===== config.mk =====
export PLATFORM = sky130hd
export DESIGN_NAME = risc8_uart_rx_flat
export DESIGN_NICKNAME = d
export VERILOG_FILES = /design/src/rtl/risc8_uart_rx_if.sv /design/src/rtl/risc8_uart_rx.sv /design/src/flat_wrapper.sv
export SDC_FILE = /design/constraint.sdc
export NUM_CORES = 1
export LEC_CHECK = 0
export CORE_UTILIZATION = 53
export CTS_CLUSTER_DIAMETER = 30
export DETAILED_ROUTE_END_ITERATION = 8
export PLACE_DENSITY = 0.84
export SYNTH_ARGS = -nofsm -noshare
export SYNTH_HDL_FRONTEND = slang
export SYNTH_SLANG_ARGS = --single-unit

===== constraint.sdc =====
create_clock -name clk -period 2.9 [get_ports clk]
set_clock_uncertainty 0.15 [all_clocks]
set_input_delay 0.29 -clock clk [delete_from_list [all_inputs] [get_ports clk]]
set_output_delay 0.29 -clock clk [all_outputs]
set_load 0.1 [all_outputs]

===== src/rtl/risc8_uart_rx_if.sv =====
// RISC8 IO bus bundle for the UART receiver.
// Master drives strobes/address/data; slave returns rdata/valid.
interface risc8_uart_rx_if;
  logic       ren;
  logic       wen;
  logic [6:0] addr;
  logic [7:0] wdata;
  logic [7:0] rdata;
  logic       valid;

  modport master (
    output ren, wen, addr, wdata,
    input  rdata, valid
  );

  modport slave (
    input  ren, wen, addr, wdata,
    output rdata, valid
  );
endinterface


===== src/rtl/risc8_uart_rx.sv =====
// RISC8 UART receiver with IO-mapped baud/status/data registers.
// UART_DIV sets reset divisor; UART_RX_FIFO_EN selects a 4-deep FIFO.
`ifndef UART_DIV
`define UART_DIV 5
`endif

module risc8_uart_rx #(
  parameter logic [6:0] BASE = 7'h31
) (
  input  logic           clk,
  input  logic           reset,
  input  logic           rx_in,
  risc8_uart_rx_if.slave bus
);

  typedef enum logic [1:0] {
    IDLE, START, DATA, STOP
  } state_t;

  localparam logic [6:0] A_STAT = BASE + 7'd1;
  localparam logic [6:0] A_DATA = BASE + 7'd2;

  state_t     state, state_n;
  logic       s1, s2, rxs, rxs_d;
  logic [7:0] baud_div, per, half;
  logic [7:0] timer, timer_n;
  logic [7:0] sh, sh_n;
  logic [2:0] idx, idx_n;
  logic       expired, push, ferr_set;
  logic       frame_err, overrun;
  logic       full, avail, pop, wr, ovr_set;
  logic       sel_div, sel_stat, sel_data;
  logic       w_stat, rd_hit;
  logic [7:0] head, status, rd_val;

  assign rxs  = s2;
  assign per  = (baud_div == 8'd0) ? 8'd1 : baud_div;
  assign half = (per < 8'd2) ? 8'd1 : {1'b0, per[7:1]};

  assign sel_div  = bus.addr == BASE;
  assign sel_stat = bus.addr == A_STAT;
  assign sel_data = bus.addr == A_DATA;
  assign w_stat   = bus.wen && sel_stat;

  always_ff @(posedge clk) begin
    if (reset) begin
      s1    <= 1'b1;
      s2    <= 1'b1;
      rxs_d <= 1'b1;
    end else begin
      s1    <= rx_in;
      s2    <= s1;
      rxs_d <= rxs;
    end
  end

  always_ff @(posedge clk) begin
    if (reset) begin
      state <= IDLE;
      timer <= 8'd0;
      idx   <= 3'd0;
      sh    <= 8'd0;
    end else begin
      state <= state_n;
      timer <= timer_n;
      idx   <= idx_n;
      sh    <= sh_n;
    end
  end

  always_comb begin
    state_n  = state;
    timer_n  = timer;
    idx_n    = idx;
    sh_n     = sh;
    push     = 1'b0;
    ferr_set = 1'b0;
    expired  = timer <= 8'd1;
    unique case (state)
      IDLE: begin
        if (rxs_d && !rxs) begin
          state_n = START;
          timer_n = half;
        end
      end
      START: begin
        if (!expired) begin
          timer_n = timer - 8'd1;
        end else if (!rxs) begin
          state_n = DATA;
          idx_n   = 3'd0;
          timer_n = per;
        end else begin
          state_n = IDLE;
        end
      end
      DATA: begin
        if (!expired) begin
          timer_n = timer - 8'd1;
        end else begin
          sh_n    = {rxs, sh[7:1]};
          timer_n = per;
          if (idx == 3'd7) state_n = STOP;
          else idx_n = idx + 3'd1;
        end
      end
      STOP: begin
        if (!expired) begin
          timer_n = timer - 8'd1;
        end else begin
          state_n  = IDLE;
          push     = rxs;
          ferr_set = !rxs;
        end
      end
    endcase
  end

  // A pop in the push cycle frees the slot, so a full buffer still accepts
  assign pop     = bus.ren && sel_data && avail;
  assign wr      = push && (!full || pop);
  assign ovr_set = push && full && !pop;

`ifdef UART_RX_FIFO_EN
  logic [7:0] mem [4];
  logic [1:0] wp, rp;
  logic [2:0] cnt;

  assign full  = cnt == 3'd4;
  assign avail = cnt != 3'd0;
  assign head  = mem[rp];

  always_ff @(posedge clk) begin
    if (reset) begin
      wp  <= 2'd0;
      rp  <= 2'd0;
      cnt <= 3'd0;
    end else begin
      if (wr) wp <= wp + 2'd1;
      if (pop) rp <= rp + 2'd1;
      if (wr && !pop) cnt <= cnt + 3'd1;
      else if (!wr && pop) cnt <= cnt - 3'd1;
    end
  end

  always_ff @(posedge clk) begin
    if (wr) mem[wp] <= sh;
  end
`else
  logic       held;
  logic [7:0] hold;

  assign full  = held;
  assign avail = held;
  assign head  = hold;

  always_ff @(posedge clk) begin
    if (reset) held <= 1'b0;
    else if (wr) held <= 1'b1;
    else if (pop) held <= 1'b0;
  end

  always_ff @(posedge clk) begin
    if (wr) hold <= sh;
  end
`endif

  assign status = {4'b0, frame_err, overrun, full, avail};

  always_ff @(posedge clk) begin
    if (reset) begin
      baud_div  <= 8'(`UART_DIV);
      frame_err <= 1'b0;
      overrun   <= 1'b0;
    end else begin
      if (bus.wen && sel_div) baud_div <= bus.wdata;
      frame_err <= ferr_set
                 | (frame_err & ~(w_stat & bus.wdata[3]));
      overrun   <= ovr_set
                 | (overrun & ~(w_stat & bus.wdata[2]));
    end
  end

  always_comb begin
    rd_hit = 1'b1;
    rd_val = 8'h00;
    unique case (1'b1)
      sel_div:  rd_val = baud_div;
      sel_stat: rd_val = status;
      sel_data: rd_val = avail ? head : 8'h00;
      default:  rd_hit = 1'b0;
    endcase
  end

  always_ff @(posedge clk) begin
    if (reset) begin
      bus.valid <= 1'b0;
      bus.rdata <= 8'h00;
    end else begin
      bus.valid <= bus.ren && rd_hit;
      if (bus.ren && rd_hit) bus.rdata <= rd_val;
    end
  end

endmodule


===== src/flat_wrapper.sv =====
// flat-port wrapper written by rule: the top's interface ports become plain ports
module risc8_uart_rx_flat 
#(
  parameter logic [6:0] BASE = 7'h31
)
  (clk, reset, rx_in, bus_ren, bus_wen, bus_addr, bus_wdata, bus_rdata, bus_valid);
  risc8_uart_rx_if bus_i ();
  input  logic clk;
  input  logic reset;
  input  logic rx_in;
  input wire logic [$bits(bus_i.ren)-1:0] bus_ren;
  input wire logic [$bits(bus_i.wen)-1:0] bus_wen;
  input wire logic [$bits(bus_i.addr)-1:0] bus_addr;
  input wire logic [$bits(bus_i.wdata)-1:0] bus_wdata;
  output wire logic [$bits(bus_i.rdata)-1:0] bus_rdata;
  output wire logic [$bits(bus_i.valid)-1:0] bus_valid;
  assign bus_i.ren = bus_ren;
  assign bus_i.wen = bus_wen;
  assign bus_i.addr = bus_addr;
  assign bus_i.wdata = bus_wdata;
  assign bus_rdata = bus_i.rdata;
  assign bus_valid = bus_i.valid;
  risc8_uart_rx #(.BASE(BASE)) u_core (.clk(clk), .reset(reset), .rx_in(rx_in), .bus(bus_i));
endmodule

# == After elaboration in Yosys (flattened, before gate mapping) ==
# Cells that the tools add are included.
# totals
in_bits,20
register_bits,52
# op_classes
n_eq_ne,16
n_lt_le_gt_ge,2
n_bitwise,8
muxes,29
reduce_logical,22
n_addsub,2
# ops
operator,n
8-bit 2-to-1 mux,7
8-bit one-hot mux with 4 select lines,1
8-bit one-hot mux with 3 select lines,1
7-bit by 6-bit == test with 1-bit output (second input constant),3
2-bit 2-to-1 mux,6
3-bit 2-to-1 mux,4
2-bit by 1-bit != test with 1-bit output (second input constant),5
5-bit AND reduction,2
1-bit logical AND,9
8-bit by 1-bit <= comparator with 1-bit output (second input constant),1
8-bit zero test,1
8-bit by 2-bit less-than comparator with 1-bit output (second input constant),1
2-bit one-hot mux with 4 select lines,1
8-bit by 1-bit subtractor with 8-bit output (second input constant),1
1-bit 2-to-1 mux,7
7-bit 2-to-1 mux,1
2-bit != test (second input constant),3
3-bit one-hot mux with 2 select lines,1
1-bit bitwise AND,4
2-bit == test (second input constant),2
2-bit nonzero test,2
3-bit by 1-bit adder with 3-bit output (second input constant),1
3-bit == test (second input constant),1
1-bit zero test,3
other kinds (9),11

# == Depth between registers and ports, before layout ==
# Gate-level depths: netlist of run 1.
# depth
depth_word,6
ltp_mapped,8
ltp_nobuf,7

# == Worst setup path after synthesis of run 1 ==
# No wires, ideal clock.
# synth_timing
path_type,register to register
startpoint,reg u_core.timer[0]
endpoint,reg u_core.timer[3]
slack_ns,0.620
t_arrival_ns,2.013
n_path_buf,1
setup_time_ns,0.117
path_stages_with_launch,9
path_cell_list,dfxtp_1 -> inv_1 -> ha_1 -> or2_1 -> and3_1 -> buf_2 -> and2_1 -> a221o_1 -> a32o_1
# synth_between
elab_chain_len,3
# synth_rtl
element,line_no,rtl
"start, declared",risc8_uart_rx.sv:26,"logic [7:0] timer, timer_n;"
"start signal, assigned",risc8_uart_rx.sv:65,timer <= timer_n;
8-bit by 1-bit subtractor with 8-bit output / 8-bit by 1-bit <= comparator with 1-bit output (equally long branches),-,
"8-bit 2-to-1 mux, or another cell as far along",risc8_uart_rx.sv:108,if (!expired) begin
8-bit one-hot mux with 4 select lines / 3-bit AND reduction (equally long branches),-,
# Parallel ways exist; a longest one is shown, timed or not. The select of a mux whose other input is x is not followed.
# A chain may end at the register's enable or synchronous reset.

# == Worst setup path after layout of run 1 ==
# Same ends and word-level chain as after synthesis.

==> out/qor.log, run 1 <==
qor: status.outcome finished, final reports clean
qor: route.detail_route.wirelength 5783 microns
qor: power_and_ir_drop.p_leak 1.167 nW
qor: finish.area_delta_synth_final 15.26%
qor: floorplanning.io_pins 29
qor: timing.slew_viol_final 0
qor: run.max_cap_viols 0
qor: grt.globalRoute.totalOverflow 0
qor: yosys.synth_adder_area_share 3.839%
qor: clock_network.cts_post_setup_buffers_inserted 0
qor: critical_path.biggest_fanout_along_the_worst_timing_path 7
qor: timing.rsz0062_at_grt no
qor: grt.antenna_violations_before_repair 0
qor: route.drc 0
qor: yosys.synthArstFlopShare 0%
qor: min_path.min-delay-path-class register to register
qor: yosys.synthDominantAreaCellType sky130_fd_sc_hd__dfxtp_1
qor: floorplanning.placementRows 25
qor: placement.place.gp.congestion 0.8380
qor: placement.portBuffers 28
qor: yosys.syn_area_per_cell 8.493 sq um
qor: grt.grt_util_all_layers 23.47%
qor: yosys.postSynth.topFlopCell sky130_fd_sc_hd__dfxtp_1
qor: timing.slew_headroom 53.59%
qor: floorplanning.die_width 72.14 microns
qor: yosys.synth_area_leaders sky130_fd_sc_hd__dfxtp_1 34%, sky130_fd_sc_hd__edfxtp_1 9.2%, sky130_fd_sc_hd__nand2_1 5.2%
qor: finish.number_of_antenna_diodes 0
qor: yosys.synth.distinct_cells 49
qor: floorplanning.start_util 55.21%
qor: critical_path.critPathRequiredTime 2.96 ns
qor: timing.worst-slew-pin-transition 0.6931 ns
qor: clock_network.clkSinkCount 52
qor: finish.cell_area_after_layout 3005 sq um
qor: finish.num-fill-cells 416
qor: clock_network.max-clock-path-buffers 2
qor: finish.finalNetCount 357
qor: clock_network.cts_tree built
qor: clock_network.cts_hold_buffers 0
qor: route.detailroute.via_count 2266
qor: yosys.synth_simple_gate_area_share 21.02%
qor: power_and_ir_drop.cellPowerDensity 553.7 nW/um^2
qor: placement.hpwl 4182 microns
qor: power_and_ir_drop.total_power 0.001664 W
qor: yosys.synth_nets 335
qor: yosys.post_synthesis_instance_area 2608 sq um
qor: placement.number_of_placed_instances_taps_included 389
qor: critical_path.data_arrival_at_the_endpoint_of_the_critical_path 2.51 ns
qor: clock_network.numCtsBuffers 5
qor: floorplanning.die_y 72.14 microns
qor: clock_network.cts_root_buffer sky130_fd_sc_hd__clkbuf_8
qor: route.drt_first_iter_violations 180
qor: route.detail_route.first_pass.iterations 4
qor: timing.timing.final.crit_period 2.445 ns
qor: clock_network.cts-resized-gates 0
qor: yosys.seq_area_frac_synth 42.99%
qor: timing.totalNegativeSetupSlack 0 ns
qor: yosys.synthMostInstantiatedCell sky130_fd_sc_hd__dfxtp_1
qor: yosys.synth_edf_count 8
qor: finish.postLayoutCoreUtil 63.63%
qor: grt.grt_max_degree 26
qor: grt.number_of_global_route_vias_before_repair 2010
qor: finish.multi_input_area 1310 sq um
qor: timing.hold_viol_final 0
qor: yosys.synth_top_family_by_area simple AND/OR/NAND/NOR gates
qor: finish.ff_latch_area 1121 sq um
qor: placement.placed_cell_area 2915 sq um
qor: clock_network.clkSlewWorstSetupHoldPaths 0.10 ns
qor: timing.timing.final.crit_share 84.32%
qor: critical_path.critical_path_class register to register
qor: yosys.synth_seq_cells 52
qor: finish.finish.cell_count_without_fillers 397
qor: critical_path.worstSetupEndpointType register
qor: yosys.synth_top_area_share 33.78%
qor: clock_network.clock_latency_on_the_worst_skew_pair 0.31 ns
qor: yosys.synth.mux.area_fraction 3.071%
qor: yosys.synth_cells 307
qor: timing.fmax 408.9 MHz
qor: floorplanning.floorplan.core_area 4723 sq um
qor: yosys.netlist_top_cells_count 44 x sky130_fd_sc_hd__dfxtp_1, 36 x sky130_fd_sc_hd__nand2_1, 31 x sky130_fd_sc_hd__nor2_1, 28 x sky130_fd_sc_hd__inv_1, 25 x sky130_fd_sc_hd__a21oi_1
qor: timing.report.final.setup_viol 0
qor: route.drt.antenna.violating_nets 0
qor: yosys.synth_xor_area_share 1.344%
qor: grt.first_pass_grt_wire_length 9425 microns
qor: power_and_ir_drop.worst_ir_drop_vdd 302.0 uV
qor: finish.layout-drive-gt1-share 10.00%
qor: clock_network.clock_tree.htree_level_count 2
qor: yosys.fraction_of_the_mapped_netlist_area_in_compound_gates 20.97%
qor: floorplanning.fp.dieArea 5204 sq um
qor: yosys.yosys_warnings 0
qor: route.drt-vias-per-instance 5.708
qor: route.avgRoutedWirePerCell 14.57 microns
qor: critical_path.cp-start-kind register
cells by family (layout without fill, tap and decap cells):
group / count (synthesis) / in the layout
simple gates: 114 / 114
xor+xnor: 4 / 4
fa+ha+maj: 8 / 8
mux: 8 / 8
buf+inv: 46 / 69
flops: 52 / 52
compound gates: 75 / 75
metrics by stage:
step,setup WS [ns],hold WS (ns)
after floorplan,0.6199,0.2395
after global placement,0.5381,0.2407
after detailed placement,0.4659,0.2514
after CTS,0.4842,0.2738
after global routing,0.3550,0.2985
final,0.4547,0.2710
placed cells by master (no fill, tap or decap), types with 3 or more instances in the layout:
| master | synthesis | layout |
|---|---|---|
| sky130_fd_sc_hd__a2111oi_0 | 3 | 3 |
| sky130_fd_sc_hd__a21oi_1 | 25 | 25 |
| sky130_fd_sc_hd__a221o_1 | 4 | 4 |
| sky130_fd_sc_hd__a221oi_1 | 9 | 9 |
| sky130_fd_sc_hd__a32o_1 | 5 | 5 |
| sky130_fd_sc_hd__buf_4 | 0 | 14 |
| sky130_fd_sc_hd__clkbuf_8 | 0 | 5 |
| sky130_fd_sc_hd__clkdlybuf4s50_1 | 0 | 19 |
| sky130_fd_sc_hd__dfxtp_1 | 44 | 44 |
| sky130_fd_sc_hd__edfxtp_1 | 8 | 8 |
| sky130_fd_sc_hd__ha_1 | 8 | 8 |
| sky130_fd_sc_hd__inv_1 | 28 | 28 |
| sky130_fd_sc_hd__mux2i_1 | 8 | 8 |
| sky130_fd_sc_hd__nand2_1 | 36 | 36 |
| sky130_fd_sc_hd__nand3_1 | 14 | 14 |
| sky130_fd_sc_hd__nand4_1 | 4 | 4 |
| sky130_fd_sc_hd__nor2_1 | 31 | 31 |
| sky130_fd_sc_hd__nor3_1 | 6 | 6 |
| sky130_fd_sc_hd__o21ai_0 | 9 | 9 |
| sky130_fd_sc_hd__or2_2 | 4 | 4 |
metal layers:
| metal | up-vias | routed length (microns) | GRT usage, % |
|---|---|---|---|
| met2 | 75 | 2724 | 38.01 |
| met5 | - | 0 | 0 |
| met3 | 11 | 366 | 4.861 |
| li1 | 1122 | - | - |
| met1 | 1058 | 2573 | 30.45 |
| met4 | 0 | 119 | 10.02 |
path summary, 6_finish.rpt:
path,cells past startpoint,from,to,slack (ns)
worst max register to register,7,u_core.timer[0]$_SDFFE_PP0P_,u_core.timer[3]$_SDFFE_PP0P_,0.45
worst min-delay path,1,u_core.s1$_SDFF_PP1_,u_core.rxs$_SDFF_PP1_,0.27
worst min register to register,1,u_core.s1$_SDFF_PP1_,u_core.rxs$_SDFF_PP1_,0.27
worst max-delay path,7,u_core.timer[0]$_SDFFE_PP0P_,u_core.timer[3]$_SDFFE_PP0P_,0.45
area by class of cell:
class	count	share of cell area [%]
Clock buffer	5	2.290
Clock inverter	3	0.7077
Inverter	28	3.497
Multi-Input combinational cell	209	43.59
Sequential cell	52	37.30
Tap cell	67	2.789
Timing Repair Buffer	33	9.825
report_power, final:
part	total, W	internal [W]	switching [W]	leakage (nW)
Clock	0.000423	0.000172	0.000251	0.0445
Sequential	0.000783	0.000751	0.0000317	0.430
Combinational	0.000459	0.000186	0.000273	0.692
sequential cells by signal, summed over array words and instances (netlist names), 3 cells and up, named ones only:
| register | count |
|---|---|
| u_core.baud_div | 8 |
| u_core.bus.rdata | 8 |
| u_core.head | 8 |
| u_core.idx | 3 |
| u_core.sh | 8 |
| u_core.timer | 8 |
critical path, cell delays in order (launching register included):
cell	delay (ns)
sky130_fd_sc_hd__dfxtp_1	0.42
sky130_fd_sc_hd__inv_1	0.08
sky130_fd_sc_hd__ha_1	0.28
sky130_fd_sc_hd__or2_1	0.32
sky130_fd_sc_hd__and3_1	0.26
sky130_fd_sc_hd__and2_1	0.23
sky130_fd_sc_hd__a221o_1	0.35
sky130_fd_sc_hd__a32o_1	0.24
Power figures use the tool's default switching activity.
==> run 2, diff against run 1 <==
--- a/config.mk
+++ b/config.mk
@@ -5,10 +5,10 @@
 export SDC_FILE = /design/constraint.sdc
 export NUM_CORES = 1
 export LEC_CHECK = 0
-export CORE_UTILIZATION = 53
+export CORE_UTILIZATION = 50
 export CTS_CLUSTER_DIAMETER = 30
 export DETAILED_ROUTE_END_ITERATION = 8
-export PLACE_DENSITY = 0.84
+export PLACE_DENSITY = 0.83
 export SYNTH_ARGS = -nofsm -noshare
 export SYNTH_HDL_FRONTEND = slang
 export SYNTH_SLANG_ARGS = --single-unit
==> constraint.sdc (replaced) <==
create_clock -name clk -period 2.1 [get_ports clk]
set_clock_uncertainty 0.15 [all_clocks]
set_input_delay 0.21 -clock clk [delete_from_list [all_inputs] [get_ports clk]]
set_output_delay 0.21 -clock clk [all_outputs]
set_load 0.1 [all_outputs]
==> out/qor.log, run 2 (synthesis results as in run 1) <==
qor: critical_path.worst_r2r_path_cells 5
qor: clock_network.cts_root_buffer sky130_fd_sc_hd__clkbuf_8
qor: clock_network.max-clock-path-buffers 2
qor: grt.grt_max_degree 42
qor: route.detail_route.first_pass.iterations 4
qor: grt.first_pass_grt_wire_length 9701 microns
qor: grt.grt_util_all_layers 23.26%
qor: finish.layout-drive-gt1-share 18.34%
qor: min_path.min-delay-start u_core.s1$_SDFF_PP1_
qor: clock_network.cts_hold_buffers 0
qor: timing.rsz0062_at_grt yes
qor: floorplanning.floorplan.core_area 4880 sq um
qor: finish.layout_commonest_cell sky130_fd_sc_hd__dfxtp_1
qor: power_and_ir_drop.switching_share 33.02%
qor: placement.number_of_placed_instances_taps_included 407
qor: timing.hold_viol_final 0
qor: clock_network.cts_tree built
qor: critical_path.cp-start-kind register
qor: run.max_cap_viols 0
qor: power_and_ir_drop.cellPowerDensity 781.0 nW/um^2
qor: power_and_ir_drop.share_of_total_power_in_combinational_logic 34.6%
qor: timing.timing.final.crit_period 2.065 ns
qor: critical_path.rr_startpoint u_core.timer[2]$_SDFFE_PP0P_
qor: timing.fmax 484.3 MHz
qor: grt.antenna_violations_before_repair 0
qor: critical_path.timing.reg2reg.setup_slack 0.04 ns
qor: finish.number_of_antenna_diodes 0
qor: status.outcome finished, final reports clean
qor: critical_path.r2r-end u_core.sh[0]$_SDFFE_PP0P_
qor: power_and_ir_drop.power_switching 0.0008315 W
qor: route.detailroute.via_count 2365
qor: clock_network.clock_tree.htree_level_count 2
qor: grt.globalRoute.totalOverflow 0
qor: timing.slew_headroom 52.53%
qor: route.drt_first_iter_violations 213
qor: finish.finish.cell_count_without_fillers 416
qor: route.avgRoutedWirePerCell 14.78 microns
qor: route.drc 0
qor: clock_network.clkSlewWorstSetupHoldPaths 0.10 ns
qor: floorplanning.placementRows 25
qor: power_and_ir_drop.p_leak 1.279 nW
qor: placement.place.gp.congestion 0.9299
qor: placement.placed_cell_area 3083 sq um
qor: timing.worst-slew-pin-transition 0.7074 ns
qor: critical_path.biggest_fanout_along_the_worst_timing_path 8
qor: route.drt-vias-per-instance 5.685
qor: critical_path.data_arrival_at_the_endpoint_of_the_critical_path 2.15 ns
qor: min_path.worst_case_hold_path_end_point u_core.rxs$_SDFF_PP1_
qor: floorplanning.die_width 74.22 microns
qor: power_and_ir_drop.seqPwrFrac 42.3%
qor: finish.finalNetCount 376
qor: timing.slew_viol_final 0
qor: power_and_ir_drop.total_power 0.002518 W
qor: grt.number_of_global_route_vias_before_repair 2103
qor: timing.report.final.setup_viol 0
qor: placement.hpwl 4413 microns
qor: placement.portBuffers 28
qor: finish.layout.cells.most_common_list 42 x sky130_fd_sc_hd__dfxtp_1, 36 x sky130_fd_sc_hd__nand2_1, 32 x sky130_fd_sc_hd__buf_4
qor: power_and_ir_drop.worst_ir_drop_vdd 486.9 uV
qor: finish.cell_area_after_layout 3224 sq um
qor: clock_network.clock_latency_on_the_worst_skew_pair 0.31 ns
qor: critical_path.worstSetupEndpointType register
qor: floorplanning.die_y 74.22 microns
qor: floorplanning.start_util 53.44%
qor: finish.num-fill-cells 415
qor: floorplanning.io_pins 29
qor: route.detail_route.wirelength 6148 microns
qor: clock_network.numCtsBuffers 5
qor: critical_path.critical_path_class register to register
qor: finish.area_delta_synth_final 23.66%
qor: min_path.min-delay-path-class register to register
qor: floorplanning.fp.dieArea 5508 sq um
qor: critical_path.critPathRequiredTime 2.19 ns
qor: power_and_ir_drop.internal_power 0.001687 W
qor: timing.timing.final.crit_share 98.32%
qor: min_path.min_path_cells 1
qor: route.drt.antenna.violating_nets 0
qor: clock_network.clkSinkCount 52
qor: power_and_ir_drop.power.share.clock 23.1%
==> run 2: worst max-delay path by stage <==
stage,start,endpoint,slack [ns],cells after the start
6_report,u_core.timer[2]$_SDFFE_PP0P_,u_core.sh[0]$_SDFFE_PP0P_,0.04,5
5_1_grt,u_core.timer[2]$_SDFFE_PP0P_,u_core.timer[1]$_SDFFE_PP0P_,-0.08,6
3_3_place_gp,bus_addr[3],u_core.head[1]$_DFFE_PP_,0.08,6
2_1_floorplan,u_core.timer[0]$_SDFFE_PP0P_,u_core.timer[3]$_SDFFE_PP0P_,-0.002,8
3_5_place_dp,register,u_core.idx[0]$_SDFFE_PP0P_,0.02,7
4_1_cts,register,u_core.idx[0]$_SDFFE_PP0P_,0.002,7
==> run 2: stage by stage <==
step           util [%]  setup slack, ns  hold slack (ns)   TNS (ns)
2_1_floorplan         -        -0.001509           0.1638  -0.001509
3_3_place_gp      63.18          0.08262           0.2450          0
3_5_place_dp      63.18          0.01702           0.2654          0
4_1_cts           65.05         0.002155           0.2884          0
5_1_grt           66.08         -0.07527           0.2995    -0.7929
6_report          66.08          0.03528           0.2866          0
==> run 2: routing by layer <==
layer  wire (microns)  share of wire [%]  GRT usage (%)
met2             2954                 48          38.18
met5                0                  0              0
met4              162                2.6          8.595
met3              369                6.0          4.607
met1             2662                 43          30.48
==> run 2: power by group through the flow <==
stage,sequential [W],combinational [W],clock (W)
floorplan,0.00110,0.000515,0
global placement,0.00109,0.000769,0
detailed placement,0.00109,0.000787,0
CTS,0.00107,0.000792,0.000593
global route,0.00107,0.000950,0.000634
finish,0.00106,0.000873,0.000581
==> run 2: final cells by class <==
cell class                 count  area [sq um]  share of cell area, %
multi-input combinational    209          1368                  42.41
tap                           67         83.83                  2.600
sequential                    52          1126                  34.92
clock buffer                   5         68.82                  2.134
timing repair buffer          52         450.4                  13.97
inverter                      28         105.1                  3.260
clock inverter                 3         22.52                 0.6985
==> run 2: worst max-delay path, cell delays in order (launching register included) <==
cell                      delay (ns)
sky130_fd_sc_hd__dfxtp_1        0.35
sky130_fd_sc_hd__or4_4          0.61
sky130_fd_sc_hd__nor3_1         0.28
sky130_fd_sc_hd__and2_1         0.33
sky130_fd_sc_hd__nand2_1        0.09
sky130_fd_sc_hd__a21oi_1        0.18
==> run 2: what timing repair did <==
action / in CTS / in global routing
gates resized for setup: 0 / 9
buffers inserted: 0 / 1
endpoints found under the setup margin: 0 / 15
endpoints found under the hold margin: 0 / 0
==> run 3, diff against run 2 <==
--- a/config.mk
+++ b/config.mk
@@ -5,10 +5,10 @@
 export SDC_FILE = /design/constraint.sdc
 export NUM_CORES = 1
 export LEC_CHECK = 0
-export CORE_UTILIZATION = 50
+export CORE_UTILIZATION = 53
 export CTS_CLUSTER_DIAMETER = 30
 export DETAILED_ROUTE_END_ITERATION = 8
-export PLACE_DENSITY = 0.83
+export PLACE_DENSITY = 0.84
 export SYNTH_ARGS = -nofsm -noshare
 export SYNTH_HDL_FRONTEND = slang
 export SYNTH_SLANG_ARGS = --single-unit
==> constraint.sdc (replaced) <==
create_clock -name clk -period 2.5 [get_ports clk]
set_clock_uncertainty 0.15 [all_clocks]
set_input_delay 0.25 -clock clk [delete_from_list [all_inputs] [get_ports clk]]
set_output_delay 0.25 -clock clk [all_outputs]
set_load 0.1 [all_outputs]
==> out/qor.log, run 3 (synthesis results as in run 1) <==
qor: min_path.min-delay-path-class register to register
qor: run.max_cap_viols 0
qor: power_and_ir_drop.power_switching 0.0006298 W
qor: clock_network.cts_post_setup_buffers_inserted 0
qor: critical_path.worst_r2r_path_cells 7
qor: grt.number_of_global_route_vias_before_repair 1970
qor: route.drc 0
qor: timing.slew_headroom 55.35%
qor: timing.worst-slew-pin-transition 0.6668 ns
qor: power_and_ir_drop.worst_ir_drop_vdd 324.6 uV
qor: route.drt-vias-per-instance 5.590
qor: clock_network.clkSinkCount 52
qor: timing.slew_viol_final 0
qor: grt.antenna_violations_before_repair 0
qor: grt.globalRoute.totalOverflow 0
qor: finish.layout-drive-gt1-share 10.51%
qor: power_and_ir_drop.internal_power 0.001398 W
qor: route.detail_route.wirelength 5592 microns
qor: placement.dpl_worst_slack 0.2000 ns
qor: route.avgRoutedWirePerCell 13.98 microns
qor: timing.fmax 424.6 MHz
qor: clock_network.numCtsBuffers 5
qor: min_path.worst_case_hold_path_end_point u_core.rxs$_SDFF_PP1_
qor: finish.number_of_antenna_diodes 0
qor: finish.layout.cells.most_common_list 44 x sky130_fd_sc_hd__dfxtp_1, 36 x sky130_fd_sc_hd__nand2_1, 31 x sky130_fd_sc_hd__nor2_1
qor: clock_network.clock_latency_on_the_worst_skew_pair 0.30 ns
qor: clock_network.cts_root_buffer sky130_fd_sc_hd__clkbuf_8
qor: grt.first_pass_grt_wire_length 9045 microns
qor: min_path.min-delay-start u_core.s1$_SDFF_PP1_
qor: critical_path.critPathRequiredTime 2.55 ns
qor: clock_network.clock_tree.htree_level_count 2
qor: finish.finalNetCount 360
qor: placement.hpwl 3995 microns
qor: floorplanning.io_pins 29
qor: clock_network.cts_tree built
qor: power_and_ir_drop.switching_share 31.06%
qor: timing.report.final.setup_viol 0
qor: placement.portBuffers 28
qor: critical_path.critical_path_class register to register
qor: route.drt.antenna.violating_nets 0
qor: timing.rsz0062_at_grt no
qor: critical_path.biggest_fanout_along_the_worst_timing_path 6
qor: critical_path.rr_startpoint u_core.timer[0]$_SDFFE_PP0P_
qor: route.detailroute.via_count 2236
qor: finish.layout_commonest_cell sky130_fd_sc_hd__dfxtp_1
qor: clock_network.cts-resized-gates 0
qor: clock_network.max-clock-path-buffers 2
qor: floorplanning.die_y 72.14 microns
qor: critical_path.cp-start-kind register
qor: critical_path.r2r-end u_core.timer[3]$_SDFFE_PP0P_
qor: power_and_ir_drop.seqPwrFrac 44.8%
qor: clock_network.cts_hold_buffers 0
qor: power_and_ir_drop.share_of_total_power_in_combinational_logic 26.4%
qor: timing.timing.final.crit_period 2.355 ns
qor: grt.grt_util_all_layers 22.47%
qor: status.outcome finished, final reports clean
qor: clock_network.clkSlewWorstSetupHoldPaths 0.09 ns
qor: placement.place.gp.congestion 0.8494
qor: floorplanning.fp.dieArea 5204 sq um
qor: power_and_ir_drop.p_leak 1.192 nW
qor: route.drt_first_iter_violations 190
qor: floorplanning.die_width 72.14 microns
qor: timing.timing.final.crit_share 94.21%
qor: power_and_ir_drop.cellPowerDensity 665.1 nW/um^2
qor: min_path.min_path_cells 1
qor: critical_path.timing.reg2reg.setup_slack 0.14 ns
qor: timing.hold_viol_final 0
qor: grt.grt_max_degree 23
qor: floorplanning.start_util 55.21%
qor: finish.area_delta_synth_final 16.94%
qor: power_and_ir_drop.power.share.clock 28.7%
qor: critical_path.worstSetupEndpointType register
qor: floorplanning.placementRows 25
qor: floorplanning.floorplan.core_area 4723 sq um
qor: critical_path.data_arrival_at_the_endpoint_of_the_critical_path 2.41 ns
qor: finish.num-fill-cells 410
qor: route.detail_route.first_pass.iterations 4
qor: timing.final_critical_path_setup_slack 0.1447 ns
qor: timing.totalNegativeSetupSlack 0 ns
==> run 3: cell count changes in the layout (fill, tap and decap cells not counted), sizes merged <==
cell,previous run,this run
buf,33,17
clkinv,2,0
bufinv,0,1
clkbuf,5,6
==> run 3: final cells by class <==
class                   instances  area, sq um  area share [%]
multi-input cells             209         1310           42.96
flip-flops and latches         52         1121           36.77
repair buffers                 36        317.8           10.42
inverters                      28        105.1           3.447
well taps                      67        83.83           2.749
clock buffers                   6        72.57           2.380
clock inverters                 2        38.79           1.272
==> run 3: worst max path at each step <==
stage	endpoint	cells after the start	startpoint	slack, ns
after global routing	u_core.timer[3]$_SDFFE_PP0P_	7	u_core.timer[0]$_SDFFE_PP0P_	0.06
after CTS	u_core.timer[3]$_SDFFE_PP0P_	7	u_core.timer[0]$_SDFFE_PP0P_	0.17
after floorplan	u_core.timer[3]$_SDFFE_PP0P_	8	u_core.timer[0]$_SDFFE_PP0P_	0.22
after detailed placement	u_core.timer[3]$_SDFFE_PP0P_	7	u_core.timer[0]$_SDFFE_PP0P_	0.20
final	u_core.timer[3]$_SDFFE_PP0P_	7	u_core.timer[0]$_SDFFE_PP0P_	0.14
after global placement	u_core.timer[3]$_SDFFE_PP0P_	7	u_core.timer[0]$_SDFFE_PP0P_	0.24
==> run 3: power groups by stage <==
stage,clock (W),combinational (W),sequential [W]
CTS,0.000598,0.000533,0.000908
global route,0.000628,0.000593,0.000914
floorplan,0,0.000411,0.000921
finish,0.000582,0.000536,0.000909
global placement,0,0.000523,0.000926
detailed placement,0,0.000529,0.000928
==> run 3: worst max-delay path, cell delays in order, from the launching register on <==
cell	delay, ns
sky130_fd_sc_hd__dfxtp_1	0.42
sky130_fd_sc_hd__inv_1	0.08
sky130_fd_sc_hd__ha_1	0.22
sky130_fd_sc_hd__or2_1	0.29
sky130_fd_sc_hd__and3_1	0.27
sky130_fd_sc_hd__and2_1	0.24
sky130_fd_sc_hd__a221o_1	0.35
sky130_fd_sc_hd__a32o_1	0.24
==> run 3: per-layer routing <==
layer	up-vias	track usage, %	routed length, microns
met1	1025	29.57	2536
met4	0	9.150	90
met3	10	4.861	340
met2	65	35.93	2625
met5	-	0	0
li1	1136	-	-
==> run 3: metrics by stage <==
| step | power [W] | cells | utilization (%) | hold slack (ns) | area (sq um) |
|---|---|---|---|---|---|
| 2_1_floorplan | 0.001332 | 307 | - | 0.2038 | 2608 |
| 3_3_place_gp | 0.001448 | 392 | 62.20 | 0.2408 | 2938 |
| 3_5_place_dp | 0.001457 | 392 | 62.20 | 0.2469 | 2938 |
| 4_1_cts | 0.002039 | 400 | 64.56 | 0.2696 | 3049 |
| 5_1_grt | 0.002135 | 400 | 64.56 | 0.2989 | 3049 |
| 6_report | 0.002028 | 400 | 64.56 | 0.2659 | 3049 |
